`src/rtl/mem_arbiter.sv`:
```
// mem_arbiter: shares one memory port between the CPU and the text-page video fetcher using two-phase transactions.
// Define MEM_ARBITER_VID_PRIO_EN to make video win every contention; otherwise contention is round-robin.

module mem_arbiter #(
    parameter int ADR_W        = 16,
    parameter int DAT_W        = 8,
    parameter int RST_PRIO_VID = 1
) (
    input  logic             phi,
    input  logic             rst,
    input  logic             cpu_req,
    input  logic             cpu_we,
    input  logic [ADR_W-1:0] cpu_adr,
    input  logic [DAT_W-1:0] cpu_dbo,
    output logic [DAT_W-1:0] cpu_dbi,
    output logic             cpu_ack,
    input  logic             vid_req,
    input  logic [ADR_W-1:0] vid_adr,
    output logic [DAT_W-1:0] vid_dbi,
    output logic             vid_ack,
    output logic [ADR_W-1:0] mem_adr,
    output logic             mem_we,
    output logic [DAT_W-1:0] mem_dbo,
    input  logic [DAT_W-1:0] mem_dbi
);

    typedef enum logic [2:0] {
        IDLE,
        CPU_A,
        CPU_D,
        VID_A,
        VID_D
    } state_t;

    state_t state;
    state_t state_nxt;
    logic   cpu_cand;
    logic   vid_cand;

`ifndef MEM_ARBITER_VID_PRIO_EN
    logic   prio_vid;
    logic   prio_vid_nxt;
`endif

    // A requester in its data phase or ack cycle is masked so a held req cannot be granted twice.
    always_comb begin
        cpu_cand  = cpu_req && (state != CPU_D) && !cpu_ack;
        vid_cand  = vid_req && (state != VID_D) && !vid_ack;
        state_nxt = state;
`ifndef MEM_ARBITER_VID_PRIO_EN
        prio_vid_nxt = prio_vid;
`endif
        case (state)
            CPU_A: state_nxt = CPU_D;
            VID_A: state_nxt = VID_D;
            default: begin
                if (cpu_cand && vid_cand) begin
`ifdef MEM_ARBITER_VID_PRIO_EN
                    state_nxt = VID_A;
`else
                    state_nxt    = prio_vid ? VID_A : CPU_A;
                    prio_vid_nxt = !prio_vid;
`endif
                end else if (cpu_cand) begin
                    state_nxt = CPU_A;
                end else if (vid_cand) begin
                    state_nxt = VID_A;
                end else begin
                    state_nxt = IDLE;
                end
            end
        endcase
    end

    // Memory address/strobe are loaded on entry to the address phase so they are registered outputs.
    always_ff @(posedge phi) begin
        if (rst) begin
            state   <= IDLE;
            cpu_ack <= 1'b0;
            vid_ack <= 1'b0;
            cpu_dbi <= '0;
            vid_dbi <= '0;
            mem_adr <= '0;
            mem_we  <= 1'b0;
            mem_dbo <= '0;
`ifndef MEM_ARBITER_VID_PRIO_EN
            prio_vid <= (RST_PRIO_VID != 0);
`endif
        end else begin
            state   <= state_nxt;
`ifndef MEM_ARBITER_VID_PRIO_EN
            prio_vid <= prio_vid_nxt;
`endif
            cpu_ack <= (state == CPU_D);
            vid_ack <= (state == VID_D);
            mem_we  <= 1'b0;
            if ((state == CPU_D) && !cpu_we) begin
                cpu_dbi <= mem_dbi;
            end
            if (state == VID_D) begin
                vid_dbi <= mem_dbi;
            end
            if (state_nxt == CPU_A) begin
                mem_adr <= cpu_adr;
                mem_we  <= cpu_we;
                if (cpu_we) begin
                    mem_dbo <= cpu_dbo;
                end
            end else if (state_nxt == VID_A) begin
                mem_adr <= vid_adr;
            end
        end
    end

endmodule

```
`config.mk`:
```
export PLATFORM = sky130hd
export DESIGN_NAME = mem_arbiter
export DESIGN_NICKNAME = d
export VERILOG_FILES = /design/src/rtl/mem_arbiter.sv
export SDC_FILE = /design/constraint.sdc
export NUM_CORES = 1
export LEC_CHECK = 0
export ABC_CLOCK_PERIOD_IN_PS = 5100
export CORE_AREA = 5 5 84 67
export DETAILED_ROUTE_END_ITERATION = 10
export DIE_AREA = 0 0 89 72
export PLACE_DENSITY = 0.92
export SLEW_MARGIN = 20
export SYNTH_ARGS = -nofsm -noshare
export SYNTH_HDL_FRONTEND = slang
export SYNTH_SLANG_ARGS = --single-unit
```
`constraint.sdc`:
```
create_clock -name phi -period 5.1 [get_ports phi]
set_clock_uncertainty 0.1 [all_clocks]
set_input_delay 0.765 -clock phi [delete_from_list [all_inputs] [get_ports phi]]
set_output_delay 0.765 -clock phi [all_outputs]
set_load 0.05 [all_outputs]
```
Word-level counts from Yosys, hierarchy flattened:

Index checks and enable logic that the tools add are counted.

* input bits: 53
* output and inout port bits: 43
* word-level logic and storage cells: 41
* bits in registers: 47

* reductions and logical operators: 15
* multiplexer cells: 7
* equal/unequal tests: 8
* bitwise gates (word level): 2

Operator list (number)
* $mux 16: 2
* $eq 3x2->1 const B: 3
* $mux 2: 4
* $eq 3x1->1 const B: 2
* $logic_and 1x1->1: 6
* $pmux 3 s2: 1
* $logic_not 1->1: 4
* $reduce_and 2->1: 2
* $reduce_or 2->1: 2
* $eq 3x3->1 const B: 1
* $ne 3x2->1 const B: 1
* $ne 3x3->1 const B: 1
* $not 1->1: 2
* $reduce_bool 2->1: 1

Depth between registers and ports, before layout:

Gate-level depths: netlist (run 1).

* depth after elaboration: 10
* depth in mapped cells: 8
* mapped depth without buffers: 4

Least setup slack after synthesis (run 1):

Ideal clock, no wire load.

* path kind: in2reg
* from: input cpu_req
* to: register mem_adr[10]
* required time: 4.863 ns
* path slack: 3.101 ns
* stages: 6
* library setup time: 0.137 ns
* buffers on the path: 2
* data arrival time: 1.763 ns
* path through: nor2b_1 a221o_1 buf_2 buf_4 nand3_2 a31oi_1

* cells in the longest elaborated chain, start to end: 7
* elaborated cells between the ends (all ways): 10
* classes of those cells: 2 x eq/ne; 4 x mux; 4 x reduce/logical

RTL lines
* start, declared: line 11 `input logic cpu_req,`
* $logic_and 1x1->1 * (2 in series): line 47 `cpu_cand = cpu_req && (state != CPU_D) && !cpu_ack;`
* $mux 2 / $logic_and 1x1->1 (equally long branches): line 64, 57
* $mux 2 *: line 57 `if (cpu_cand && vid_cand) begin`
* $pmux 3 s2 *: line 53 `case (state)`
* $eq 3x1->1 / $eq 3x2->1 (equally long branches): line 103, 109
* $mux 16 / $reduce_bool 2->1 (equally long branches)
* end signal, assigned: line 104 `mem_adr <= cpu_adr;`
* end signal, assigned: line 110 `mem_adr <= vid_adr;`
* end, declared: line 21 `output logic [ADR_W-1:0] mem_adr,`

Mark *: on every way between the ends. The rest lies on a longest branch, timed or not.
A chain may end at the register's enable or synchronous reset.

Worst setup path after layout (run 1):

* from: input cpu_req
* to: register mem_adr[14]

Same word-level chain as after synthesis.

==> impl_metrics.json, run 1 <==
{
  "synth.top_cell.area_share": 0.469,
  "num_antenna_cells": 0,
  "drc_errors": 0,
  "ys_seq_area_frac": 0.469,
  "timing.hold.ws_ns": 0.358,
  "setup_viol": 0,
  "synthCells": 236,
  "yosysUniqueCellTypes": 36,
  "fp.dieH_um": 72,
  "initial_core_util": 0.426,
  "p_leak_nw": 1.05,
  "drt_iter0_drc": 103,
  "grt_use_met1": 0.223,
  "cts_tree": "built",
  "dieArea_um2": 6410,
  "cp.required_ns": 5.24,
  "cap_violations": 0,
  "seq_power_share": 0.398,
  "drive_gt1_frac": 0.0688,
  "post-cts-setup-buffer-count": 0,
  "wl_per_cell_um": 15.2,
  "clkPwrFrac": 0.309,
  "cts_inserted_buffers": 5,
  "peakVddDrop_uv": 180,
  "place_congestion": 0.760,
  "cts_hold_buf": 0,
  "p_switching_w": 0.000337,
  "dp.final_hpwl_um": 4100,
  "switching_share": 0.323,
  "syn_avg_cell_area_um2": 8.50,
  "grt_max_degree": 34,
  "vias": 2051,
  "syn_to_final_growth_pct": 51.5,
  "via_per_inst": 5.40,
  "port_buffers": 95,
  "critPathKind": "in -> reg",
  "clk_latency_ns": 0.31,
  "power_density_nw_per_um2": 343,
  "wl_um": 5770,
  "status": "completed",
  "crit_path_end_kind": "flip-flop",
  "maxSlewViolCount": 0,
  "dpl_worst_slack_ns": 2.06,
  "synth_area_leaders": "dfxtp_1, o21ai_0, nand2_1, a21oi_1, a31oi_1",
  "rsz0062_at_grt": "false",
  "cts_max_level": 2,
  "grt_pass1_vias": 1972,
  "grt_use_met2": 0.292,
  "p_comb_frac": 0.293,
  "finalNetCount": 372,
  "die_w_um": 89,
  "nFillCells": 392,
  "tightest_slew_ns": 1.01,
  "post_cts_resized": 0,
  "grt_busiest_layer": "met2",
  "netlist_area_um2": 2010,
  "grt.overflow.total": 0,
  "final_antenna_net_count": 0,
  "antenna_found_initial": 0,
  "finalCritPeriodShare": 0.524,
  "grt_use_met3": 0.0624,
  "fin_crit_ns": 2.67,
  "slew_headroom": 0.330,
  "crit_arrival_ns": 2.81,
  "clock_path_buffers": 2,
  "tns_ns": 0,
  "num_rows": 22,
  "drt_pass1_iterations": 4,
  "ys_warn_count": 0,
  "groute.usage.overall": 0.178,
  "syn-num-nets": 289,
  "clockRootBuffer": "clkbuf_8",
  "holdCritPathClass": "reg -> reg",
  "synth_largest_area_cell": "dfxtp_1",
  "internal-power_w": 0.000707,
  "clkTransAtPathRegs_ns": 0.09,
  "hold_viol_final": 0,
  "synth_seq_cells": 47,
  "clock_sinks": 47,
  "ios": 96,
  "worst-path-max-fanout": 33,
  "setup.worst_path.start_class": "input pin",
  "fmax_mhz": 374,
  "worst_slack_ns": 2.43,
  "core-area_um2": 4710,
  "fin_util": 0.646,
  "grt_first_pass_wirelength_um": 9050
}
[cell usage in the layout (no fill, tap or decap)]
cell,Yosys,final
a31oi_1,16,16
and2_1,1,1
o21ai_1,4,4
a32o_1,1,1
or2_1,1,1
o21bai_1,1,1
nor3_1,2,2
dfxtp_1,47,47
nand2b_1,2,2
a221oi_2,1,1
or3b_2,1,1
a21oi_2,1,1
nand3_2,9,9
nor2_1,3,3
nor2b_1,2,2
clkbuf_1,8,1
a21oi_1,24,24
buf_2,4,1
o22a_1,1,1
o21ai_0,38,38
and4_1,1,1
o22ai_4,1,1
bufinv_16,0,2
or3b_1,2,2
inv_1,2,2
clkbuf_8,0,5
clkdlybuf4s50_1,0,94
nand2_1,33,33
or2_2,1,1
nand4_1,1,1
nor3b_1,2,2
and3_1,1,1
a221o_1,1,1
nand3_1,17,17
[flip-flops by register name (all words and copies together), names as in the netlist]
signal,flops
vid_dbi,8
vid_ack,1
cpu_ack,1
prio_vid,1
mem_adr,16
cpu_dbi,8
state,3
mem_dbo,8
mem_we,1
[layout make-up]
| cell class | instances | area, um2 | share of cell area |
|---|---|---|---|
| sequential | 47 | 941 | 0.310 |
| clock inverter | 2 | 60.1 | 0.0198 |
| timing repair buffer | 95 | 946 | 0.311 |
| multi-input combinational | 168 | 937 | 0.308 |
| inverter | 2 | 7.51 | 0.00247 |
| tap | 60 | 75.1 | 0.0247 |
| clock buffer | 6 | 72.6 | 0.0239 |
[synth_stat cells (all sizes together)]
master and count:
a32o 1, o21bai 1, nor3 2, a221o 1, nor2b 2, and4 1
and3 1, clkbuf 9, o21ai 42, nand3 26, a221oi 1, dfxtp 47
inv 2, or3b 3, a21oi 25, nand2 33, nor2 3, nor3b 2
o22a 1, a31oi 16, buf 10, o22ai 1, or2 2, nand2b 2
and2 1, nand4 1
[worst max-delay path, stage by stage]
cell and delay [ns]:
clkdlybuf4s50_1 0.46, nor2b_1 0.35, a32o_1 0.86, o21ai_0 0.20
a31oi_1 0.18
[final timing paths]
check | slack, ns | startpoint | cells past startpoint | to
setup / recovery | 2.43 | cpu_req | 5 | mem_adr[14]$_SDFFE_PP0P_
hold / removal | 0.36 | vid_dbi[1]$_SDFFE_PP0P_ | 2 | vid_dbi[1]$_SDFFE_PP0P_
setup reg to reg | 2.70 | state[1]$_SDFF_PP0_ | 4 | mem_adr[14]$_SDFFE_PP0P_
hold reg to reg | 0.36 | vid_dbi[1]$_SDFFE_PP0P_ | 2 | vid_dbi[1]$_SDFFE_PP0P_
[metrics by stage]
stage                     std cells  power, W  cell area (um2)
final                           380   0.00104             3040
after global routing            380   0.00108             3040
after CTS                       380   0.00104             3040
after detailed placement        372  0.000728             2910
after global placement          372  0.000723             2910
after floorplan                 236  0.000627             2010
[logic make-up after synthesis]
kind of cell	count (synthesis)	share of synthesized area
AND/OR/NAND/NOR	79	0.213
AO/OA/AOI/OAI	89	0.255
buffers and inverters	21	0.0636
flip-flops	47	0.469
[layer usage]
layer  vias to the layer above  wire length (um)
li1                       1009                 -
met1                       963              2520
met5                         -                 0
met2                        71              2630
met3                         8               568
met4                         0                50
[power groups by stage]
stage	clock [W]	combinational [W]	sequential, W
6_report	0.000322	0.000306	0.000415
5_1_grt	0.000337	0.000325	0.000419
4_1_cts	0.000323	0.000307	0.000415
3_5_place_dp	0	0.000306	0.000422
3_3_place_gp	0	0.000300	0.000422
2_1_floorplan	0	0.000115	0.000511
Note: power is estimated with default switching activity, not from simulation.
==> run 2: changes to the inputs <==
==> config.mk (replaced) <==
export PLATFORM = sky130hd
export DESIGN_NAME = mem_arbiter
export DESIGN_NICKNAME = d
export VERILOG_FILES = /design/src/rtl/mem_arbiter.sv
export SDC_FILE = /design/constraint.sdc
export NUM_CORES = 1
export LEC_CHECK = 0
export ABC_CLOCK_PERIOD_IN_PS = 2600
export CORE_AREA = 5 5 88 70
export DETAILED_ROUTE_END_ITERATION = 10
export DIE_AREA = 0 0 93 75
export PLACE_DENSITY = 0.85
export SLEW_MARGIN = 20
export SYNTH_ARGS = -nofsm -noshare
export SYNTH_HDL_FRONTEND = slang
export SYNTH_SLANG_ARGS = --single-unit
==> constraint.sdc (replaced) <==
create_clock -name phi -period 2.6 [get_ports phi]
set_clock_uncertainty 0.1 [all_clocks]
set_input_delay 0.39 -clock phi [delete_from_list [all_inputs] [get_ports phi]]
set_output_delay 0.39 -clock phi [all_outputs]
set_load 0.05 [all_outputs]
==> run 2 against run 1 <==
Cell count up 1.6%. Critical endpoint is now mem_adr[12]$_SDFFE_PP0P_. Sequential share of layout area down 0.15 points. Clock power up 59%. Critical path type unchanged. Largest cell class unchanged. Global-route usage down 1.1 points. First-iteration DRC count down 11%. Combinational power up 100%. Flip-flop and latch count unchanged. Count of clock-buffer cells in the layout unchanged. Worst setup slack worse by 2.0 ns. Die area up 8.8%. Total power up 86%. Core utilization down 5.6 points. Largest power group unchanged.
==> impl_metrics.json, run 2 (same netlist as run 1, synthesis figures left out) <==
{
  "num_rows": 23,
  "syn_to_final_growth_pct": 52.3,
  "cts_hold_buf": 0,
  "post_cts_resized": 0,
  "clockRootBuffer": "clkbuf_8",
  "port_buffers": 95,
  "num_antenna_cells": 0,
  "cap_violations": 0,
  "clkPwrFrac": 0.264,
  "fmax_mhz": 459,
  "die_w_um": 93,
  "setup_viol": 0,
  "grt_max_degree": 34,
  "seq_power_share": 0.419,
  "drc_errors": 0,
  "crit_arrival_ns": 2.31,
  "p_leak_nw": 1.06,
  "clock_path_buffers": 2,
  "clk_latency_ns": 0.30,
  "cts_inserted_buffers": 5,
  "nFillCells": 476,
  "core-area_um2": 5180,
  "final_cell_mix": "clkdlybuf4s50_1, dfxtp_1, o21ai_0",
  "holdCritPathClass": "reg -> reg",
  "switching_share": 0.333,
  "vias": 2046,
  "cts_max_level": 2,
  "cts_tree": "built",
  "place_congestion": 0.785,
  "fin_crit_ns": 2.18,
  "cp.required_ns": 2.73,
  "r2r_cells": 4,
  "finalCritPeriodShare": 0.838,
  "groute.usage.overall": 0.167,
  "regMostFlops": "mem_adr",
  "peakVddDrop_uv": 319,
  "p_switching_w": 0.000644,
  "maxSlewViolCount": 0,
  "slew_headroom": 0.311,
  "dp.final_hpwl_um": 4310,
  "post-cts-setup-buffer-count": 0,
  "dieArea_um2": 6980,
  "wl_per_cell_um": 15.0,
  "internal-power_w": 0.00129,
  "largest_reg_flops": 16,
  "finalNetCount": 377,
  "drt_pass1_iterations": 4,
  "drt_iter0_drc": 92,
  "grt_pass1_vias": 1980,
  "setup.worst_path.start_class": "input pin",
  "crit_end": "mem_adr[12]$_SDFFE_PP0P_",
  "r2r_end": "mem_adr[12]$_SDFFE_PP0P_",
  "status": "completed",
  "via_per_inst": 5.30,
  "final_antenna_net_count": 0,
  "power_density_nw_per_um2": 634,
  "rsz0062_at_grt": "false",
  "tightest_slew_ns": 1.03,
  "ios": 96,
  "grt.overflow.total": 0,
  "tns_ns": 0,
  "crit_start": "cpu_req",
  "critPathKind": "in -> reg",
  "dp_cells": 379,
  "fp.dieH_um": 75,
  "r2r-start": "state[1]$_SDFF_PP0_",
  "clock_sinks": 47,
  "grt_first_pass_wirelength_um": 9210,
  "wl_um": 5800,
  "reg2reg_slack_ns": 0.49,
  "hold_viol_final": 0,
  "antenna_found_initial": 0,
  "layoutNonFillerInstCount": 386,
  "initial_core_util": 0.387,
  "crit_path_end_kind": "flip-flop",
  "worst-path-max-fanout": 16,
  "clkTransAtPathRegs_ns": 0.08,
  "layout_commonest_cell": "clkdlybuf4s50_1",
  "drive_gt1_frac": 0.0772,
  "p_comb_frac": 0.316
}
run 2: cell types whose count changed in the layout (fill, tap and decap cells not counted):
cell,before,now
bufinv_16,2,1
clkdlybuf4s50_1,94,95
buf_4,0,5
buf_2,1,0
run 2: area by class of cell:
cell class                      instances  area (um2)  area share
Inverter                                2        7.51     0.00246
Clock inverter                          1        30.0     0.00983
Tap cell                               62        77.6      0.0254
Multi-Input combinational cell        168         937       0.307
Timing Repair Buffer                  100         988       0.324
Clock buffer                            6        72.6      0.0238
Sequential cell                        47         941       0.308
run 2: through the flow:
step | worst slack (ns) | total power [W] | cell area, um2 | hold slack, ns | utilization
floorplan | 0.727 | 0.00123 | 2010 | 0.402 | -
global placement | 0.215 | 0.00143 | 2950 | 0.342 | 0.570
detailed placement | 0.0982 | 0.00144 | 2950 | 0.347 | 0.570
CTS | 0.409 | 0.00196 | 3050 | 0.359 | 0.590
global route | 0.219 | 0.00204 | 3050 | 0.391 | 0.590
finish | 0.421 | 0.00194 | 3050 | 0.356 | 0.590
run 2: layer usage:
metal / up-vias / wire [um] / track usage / part of all wire
met4: 0 / 65 / 0.0569 / 0.011
met5: - / 0 / 0 / 0
li1: 1017 / - / - / -
met2: 86 / 2590 / 0.271 / 0.45
met3: 9 / 637 / 0.0689 / 0.11
met1: 934 / 2510 / 0.205 / 0.43
run 2: worst max-delay path: stages:
cell	delay (ns)
clkdlybuf4s50_1	0.39
nor2b_1	0.19
a221oi_2	0.88
o21ai_0	0.26
a31oi_1	0.20
run 2: worst min path at each step:
stage | startpoint | endpoint | slack, ns | cells after the start
floorplan | rst | prio_vid$_SDFFE_PP1P_ | 0.40 | 1
global placement | cpu_dbi[3]$_SDFFE_PP0P_ | cpu_dbi[3]$_SDFFE_PP0P_ | 0.34 | 2
detailed placement | cpu_dbi[6]$_SDFFE_PP0P_ | cpu_dbi[6]$_SDFFE_PP0P_ | 0.35 | 2
CTS | cpu_dbi[6]$_SDFFE_PP0P_ | cpu_dbi[6]$_SDFFE_PP0P_ | 0.36 | 2
global route | cpu_dbi[4]$_SDFFE_PP0P_ | cpu_dbi[4]$_SDFFE_PP0P_ | 0.39 | 2
finish | cpu_dbi[6]$_SDFFE_PP0P_ | cpu_dbi[6]$_SDFFE_PP0P_ | 0.36 | 2
run 2: power by group through the flow:
stage / registers, W / logic, W / clock network, W
after detailed placement: 0.000828 / 0.000617 / 0
after floorplan: 0.00100 / 0.000226 / 0
after global placement: 0.000826 / 0.000606 / 0
after CTS: 0.000812 / 0.000618 / 0.000531
after global routing: 0.000820 / 0.000658 / 0.000560
final: 0.000812 / 0.000613 / 0.000512
